`config.mk`:
```
export PLATFORM = sky130hd
export DESIGN_NAME = ram_stream_reader
export DESIGN_NICKNAME = d
export VERILOG_FILES = /design/src/rtl/ram_stream_reader.sv
export SDC_FILE = /design/constraint.sdc
export NUM_CORES = 1
export LEC_CHECK = 0
export BUFFER_PORTS_ARGS = -buffer_cell sky130_fd_sc_hd__buf_2
export CAP_MARGIN = 5
export CORE_ASPECT_RATIO = 1.4
export CORE_UTILIZATION = 51
export CTS_CLUSTER_SIZE = 12
export DETAILED_ROUTE_END_ITERATION = 16
export PLACE_DENSITY = 0.85
export RECOVER_POWER = 50
export SLEW_MARGIN = 20
export SYNTH_ARGS = -nofsm -noshare
export SYNTH_HDL_FRONTEND = slang
export SYNTH_SLANG_ARGS = --single-unit
export TNS_END_PERCENT = 1
```
`constraint.sdc`:
```
create_clock -name clk_i -period 2.5 [get_ports clk_i]
set_clock_uncertainty 0.15 [all_clocks]
set_input_delay 0.375 -clock clk_i [delete_from_list [all_inputs] [get_ports clk_i]]
set_output_delay 0.375 -clock clk_i [all_outputs]
set_load 0.02 [all_outputs]
```
`src/rtl/ram_stream_reader.sv`:
```
// ram_stream_reader: walks a RAM address range and streams the words out as ready/valid beats.
// Defining RAM_STREAM_READER_LAST_EN adds a last_o marker on the final beat of each transfer.
module ram_stream_reader #(
    parameter int width_p = 8,
    parameter int depth_p = 512,
    localparam int aw = $clog2(depth_p)
) (
    input  logic               clk_i,
    input  logic               reset_ni,
    input  logic               start_i,
    input  logic [aw-1:0]      base_addr_i,
    input  logic [aw:0]        len_i,
    output logic               busy_o,
    output logic               done_o,
    output logic               rd_valid_o,
    output logic [aw-1:0]      rd_addr_o,
    input  logic [width_p-1:0] rd_data_i,
    output logic               valid_o,
    output logic [width_p-1:0] data_o,
    input  logic               ready_i
`ifdef RAM_STREAM_READER_LAST_EN
    ,
    output logic               last_o
`endif
);

    typedef enum logic [1:0] {IDLE, READ, DRAIN, DONE} state_e;

    localparam logic [aw-1:0] LastAddr = aw'(depth_p - 1);

    state_e             state_q, state_d;
    logic [aw-1:0]      addr_q, addr_d;
    logic [aw:0]        len_q, len_d;
    logic [aw:0]        issued_q, issued_d;
    logic               inflight_q, inflight_d;
    logic [1:0]         count_q, count_d;
    logic               rd_ptr_q, rd_ptr_d;
    logic               wr_ptr_q, wr_ptr_d;
    logic [width_p-1:0] buf_q [2];
    logic [width_p-1:0] buf_d [2];
    logic               issue;
    logic               push;
    logic               pop;
    logic [2:0]         credit_used;

    assign pop         = valid_o & ready_i;
    assign push        = inflight_q;
    assign valid_o     = (count_q != 2'd0);
    assign data_o      = buf_q[rd_ptr_q];
    assign credit_used = {1'b0, count_q} + {2'b00, inflight_q};
    assign busy_o      = (state_q != IDLE);
    assign done_o      = (state_q == DONE);
    assign rd_valid_o  = issue;
    assign rd_addr_o   = addr_q;

    always_comb begin
        state_d  = state_q;
        addr_d   = addr_q;
        len_d    = len_q;
        issued_d = issued_q;
        issue    = 1'b0;
        case (state_q)
            IDLE: begin
                if (start_i) begin
                    if (len_i == '0) begin
                        state_d = DONE;
                    end else begin
                        addr_d   = base_addr_i;
                        len_d    = len_i;
                        issued_d = '0;
                        state_d  = READ;
                    end
                end
            end
            READ: begin
                // A popped slot is reusable in the same cycle, so the pop counts as a credit.
                issue = (credit_used < (3'd2 + {2'b00, pop}));
                if (issue) begin
                    addr_d   = (addr_q == LastAddr) ? '0 : addr_q + 1'b1;
                    issued_d = issued_q + 1'b1;
                    if ((issued_q + 1'b1) == len_q) begin
                        state_d = DRAIN;
                    end
                end
            end
            DRAIN: begin
                if (pop && (count_q == 2'd1) && !inflight_q) begin
                    state_d = DONE;
                end
            end
            DONE:    state_d = IDLE;
            default: state_d = IDLE;
        endcase
    end

    always_comb begin
        buf_d[0]   = buf_q[0];
        buf_d[1]   = buf_q[1];
        wr_ptr_d   = wr_ptr_q;
        rd_ptr_d   = rd_ptr_q;
        inflight_d = issue;
        if (push) begin
            buf_d[wr_ptr_q] = rd_data_i;
            wr_ptr_d        = ~wr_ptr_q;
        end
        if (pop) begin
            rd_ptr_d = ~rd_ptr_q;
        end
        count_d = count_q + {1'b0, push} - {1'b0, pop};
    end

`ifdef RAM_STREAM_READER_LAST_EN
    logic [aw:0] beats_q, beats_d;

    always_comb begin
        beats_d = beats_q;
        if ((state_q == IDLE) && start_i) begin
            beats_d = '0;
        end else if (pop) begin
            beats_d = beats_q + 1'b1;
        end
    end

    assign last_o = valid_o && (beats_q == (len_q - 1'b1));

    always_ff @(posedge clk_i or negedge reset_ni) begin
        if (!reset_ni) begin
            beats_q <= '0;
        end else begin
            beats_q <= beats_d;
        end
    end
`endif

    always_ff @(posedge clk_i or negedge reset_ni) begin
        if (!reset_ni) begin
            state_q    <= IDLE;
            addr_q     <= '0;
            len_q      <= '0;
            issued_q   <= '0;
            inflight_q <= 1'b0;
            count_q    <= 2'd0;
            rd_ptr_q   <= 1'b0;
            wr_ptr_q   <= 1'b0;
            buf_q[0]   <= '0;
            buf_q[1]   <= '0;
        end else begin
            state_q    <= state_d;
            addr_q     <= addr_d;
            len_q      <= len_d;
            issued_q   <= issued_d;
            inflight_q <= inflight_d;
            count_q    <= count_d;
            rd_ptr_q   <= rd_ptr_d;
            wr_ptr_q   <= wr_ptr_d;
            buf_q[0]   <= buf_d[0];
            buf_q[1]   <= buf_d[1];
        end
    end

endmodule

```
[Yosys cells after proc, flatten, opt, wreduce, memory -nomap -nowiden]
Index checks and enable logic that the tools add are counted.
Word-level totals
  register bits after elaboration: 52
  bits in latches: 0
  RAM bits: 0
  memory bits (read-only): 0
  input bits: 31
  output and inout port bits: 21
  logic and storage cells: 71
  memories kept: 0
Cells by class
  $add $sub $neg: 6
  multipliers: 0
  div/mod/pow operators: 0
  $lt $le $gt $ge: 4
  equality and inequality tests: 11
  shift operators: 0
  mux-type cells: 22
  bitwise operators: 6
  reduce and logical (&&, ||, !) cells: 12
Operator list (number)
  2-to-1 mux 9 bit: 4
  2-to-1 mux 8 bit: 4
  2-to-1 mux 10 bit: 3
  one-hot mux 10 bit (2 select lines): 1
  one-hot mux 9 bit (2 select lines): 1
  bitwise mux 16 bit: 1
  adder 10 x 1 -> 10 bit (second input constant): 1
  == test 10 bit: 1
  zero test 10 bit: 1
  2-to-1 mux 2 bit: 5
  inequality test 2 bit (second input constant): 5
  adder 9 x 1 -> 9 bit (second input constant): 1
  == test 9 bit (second input constant): 1
  demux 8 bit (select 1 bit): 1
  one-hot mux 2 bit (4 select lines): 1
  AND reduction 4 bit: 2
  nonzero test 2 bit: 3
  == test 2 x 1 -> 1 bit (second input constant): 2
  == test 2 bit (second input constant): 2
  greater-or-equal comparator 2 bit (second input constant): 2
  inverter 1 -> 2 bit: 2
  adder 2 x 1 -> 3 bit: 1
  adder 2 x 1 -> 3 bit (first input constant): 1
  logical AND 1 bit: 3
  10 further kinds: 12

[Longest topological paths before layout]
  depth after elaboration: 6
  gate-level depth with buffers: 10
  depth with buffers taken out: 10

[Worst setup path before layout]
No wires, ideal clock.
  kind: register to register
  start: register issued_q[0]
  end: register state_q[0]
  library setup time: 0.069 ns
  arrival: 2.113 ns
  data required time: 2.281 ns
  path slack: 0.168 ns
  stages on the path, launching flop included: 8
  buffers on the path: 0
  period minus slack after synthesis: 2.332 ns
  cell sequence: dfrtp_1 > ha_1 > nand3_1 > or3_1 > xnor2_1 > nor4_2 > mux2_2 > nand3_1
On the way
  word-level cells in the longest chain between the ends: 4
Ends and longest elaborated chain
  start, declared: line 34  | logic [aw:0] issued_q, issued_d;
  start signal, assigned: line 151  | issued_q <= issued_d;
  adder 10 x 1 -> 10 bit: line 81  | if ((issued_q + 1'b1) == len_q) begin
  == test 10 bit: line 81
  inequality test 2 bit (no line)
  AND reduction 4 bit (no line)
  end signal, assigned: line 148  | state_q <= state_d;
  end, declared: line 31  | state_e state_q, state_d;
Every way passes these cells.
A chain may end at the register's enable or synchronous reset.

[Worst setup path after layout]
  start: register issued_q[1]
  end: register state_q[0]
The elaborated chain is that of the path after synthesis.

==> reports/results.ini <==
[cts]
cts_tree = built
clock_path_buffers = 2
clkLatencyLatePin_ps = 310
clk_root_buffer_cell = clkbuf_8
htree_levels = 2
clock_sinks = 52
cts-buffers-inserted = 5
clkTransAtPathRegs_ps = 90

[synthesis]
yosys.area.top_type = dfrtp_1
synth_cells = 280
synth_top_family_by_area = multiplexers
synth-edff-count = 0
synth-simple-area-share_pct = 13.8
synth.area.top_cells = dfrtp_1 43%, mux2_2 14%, ha_1 4.6%
ys_ff_latch = 52
synthXorXnorAreaFrac_pct = 5.26
yosysSeqAreaShare_pct = 43.4
synth-adder-area-share_pct = 4.59
synth_top_flop_cell = dfrtp_1
syn_area_per_cell_um2 = 10.7
async_flop_share_pct = 100
synthDistinctLibCells = 55
syn_area_mm2 = 0.00300
synth_compound_area_share_pct = 13.6
synth_nets = 322
synth_mux_area_share_pct = 15.4
yosysWarnings = 0
synth_top_area_share_pct = 43.4

[power_and_ir_drop]
ir_drop_v = 0.000476
swShare_pct = 43.6
internal_power_mw = 2.55
clkPwrFrac_pct = 10.3
share_seq_of_total_power_pct = 34.4
power_mw = 4.52
p_leak_nw = 1.56
power_density_mw_per_mm2 = 1300
power_frac_comb_pct = 55.3
p_sw_mw = 1.97

[placement]
placed_cells = 400
hpwl_um = 4950
placed_area_mm2 = 0.00337
preCtsSetupSlack_ps = 104
io_buffers = 51
gp_congestion = 0.868

[die]
die_area_mm2 = 0.00619
pin_count = 52
die_y_um = 92.7
die_x_um = 66.8
initial_utilization_pct = 53.5
num_rows = 32
core_mm2 = 0.00561

[min_path]
hold_path.class = in -> reg

[timing]
worst_slew_pin_slew_ps = 1270
timing.hold.ws_ps = 155
max_freq_mhz = 425
finalWorstSetupSlack_ps = 149
maxSlewHeadroom_pct = 15.1
rsz0062_at_grt = true
fin_crit_sh_pct = 94.0
min_period_ps = 2350
finalSetupTns_ps = 0
setup_violations = 0
maxSlewViolCount = 0
hold_viol = 0

[route]
viasPerCell = 5.88
drc = 0
first_iter_violations = 129
via_count = 2410
postRouteWirelength_um = 6640
dr.pass1.iters = 4
ant_nets = 0
wl_per_cell_um = 16.2

[global_routing]
gr-total-overflow = 0
grt_max_degree = 53
grt_pass1_vias = 2470
track_usage_pct = 22.9
antenna_found_initial = 0
grt_pass1_wl_um = 10700

[critical_path]
cp-end-kind = flip-flop
crit_arrival_ps = 2450
criticalPathCategory = reg -> reg
cp.required_ps = 2600
cp_max_fo = 4
crit_start = issued_q[1]
rr_worst_depth = 7
r2r-start = issued_q[1]
r2r-end = state_q[0]
setup.worst_path.end = state_q[0]
start_kind = flip-flop
r2r_setup_slack_ps = 150

[finish]
seq_area_mm2 = 0.00130
layout_commonest_cell = dfrtp_1
drive_above_1_share_pct = 34.2
final_cell_count_no_fill = 410
layout_common_cells = 52 x dfrtp_1, 45 x buf_2, 36 x mux2_2, 19 x nand2_1, 13 x buf_4
fill_cells = 480
diodes = 0
fin_util_pct = 61.9
syn2layout_area_growth_pct = 15.7
stdcell_area_mm2 = 0.00347
multiInputGateArea_mm2 = 0.00159
nNetsFinal = 384

[job]
cap_violations = 0

[outcome]
outcome = complete, no violations

## sequential cells by signal, summed over array words and instances, names as in the netlist
register and flops:
issued_q 10, rd_ptr_q 1, wr_ptr_q 1, count_q 2
state_q 2, inflight_q 1, buf_q 16, len_q 10
rd_addr_o 9
## worst max-delay path, stage by stage, from the launching register on
cell and delay, ps:
dfrtp_1 410, ha_1 200, nand3_1 130, or3_4 410, xnor2_1 160, nor4_2 390
mux2_2 390, nand3_1 70
## layout make-up
class                      count  area share, %
multi-input combinational    205           45.9
inverter                      10           1.08
tap                           68           2.45
timing repair buffer          68           10.7
clock buffer                   5           1.98
sequential                    52           37.5
clock inverter                 2          0.361
## timing repair
item	CTS	global route
hold buffers	1	0
setup endpoints to repair	0	9
endpoints found under the hold margin	52	0
gates resized for setup	0	4
setup buffers	0	2
## synthesized netlist by cell type, types with 2 or more instances
library cell	instances
nand2_1	19
ha_1	11
o21ai_0	7
nor2_1	11
nor4_1	2
nor3_1	5
o211a_1	2
a21boi_0	5
o21ai_1	2
clkbuf_1	3
or2_2	3
o22ai_1	3
xnor2_1	11
xor2_1	7
nor2b_1	2
nand3_1	11
o211ai_1	2
and3_1	5
a21oi_1	11
a31oi_1	11
a22o_1	2
nand3b_1	2
mux2i_1	4
mux2_2	36
buf_6	3
inv_1	10
dfrtp_1	52
o221ai_1	2
or3_1	2
buf_2	6
nand2b_1	4
## per-layer routing
| metal | global-route usage, % | up-vias | part of all wire [%] |
|---|---|---|---|
| met3 | 5.17 | 15 | 5.6 |
| met4 | 12.2 | 0 | 2.4 |
| met2 | 41.7 | 71 | 55 |
| li1 | - | 1140 | - |
| met1 | 23.2 | 1184 | 37 |
| met5 | 0 | - | 0 |
## worst min path at each step
stage	startpoint	to	slack (ps)	cells after the start
after floorplan	reset_ni	buf_q[0]	-70	0
after global placement	reset_ni	buf_q[7]	240	2
after detailed placement	reset_ni	buf_q[15]	250	2
after CTS	rd_data_i[4]	buf_q[4]	150	2
after global routing	rd_data_i[4]	buf_q[4]	150	2
final	rd_data_i[4]	buf_q[4]	160	2
## kinds of logic (layout without fill, tap and decap cells)
family | Yosys count | count (layout)
simple gates | 76 | 76
compound gates | 59 | 59
flops | 52 | 52
mux | 41 | 41
buf+inv | 23 | 85
xor+xnor | 18 | 18
fa+ha+maj | 11 | 11
## power by group through the flow
stage | clock network, mW | logic [mW] | registers (mW)
finish | 0.464 | 2.50 | 1.56
floorplan | 0 | 1.83 | 1.54
detailed placement | 0 | 2.48 | 1.57
CTS | 0.476 | 2.49 | 1.55
global route | 0.512 | 2.76 | 1.61
global placement | 0 | 2.37 | 1.54
(Power assumes the default switching activity.)
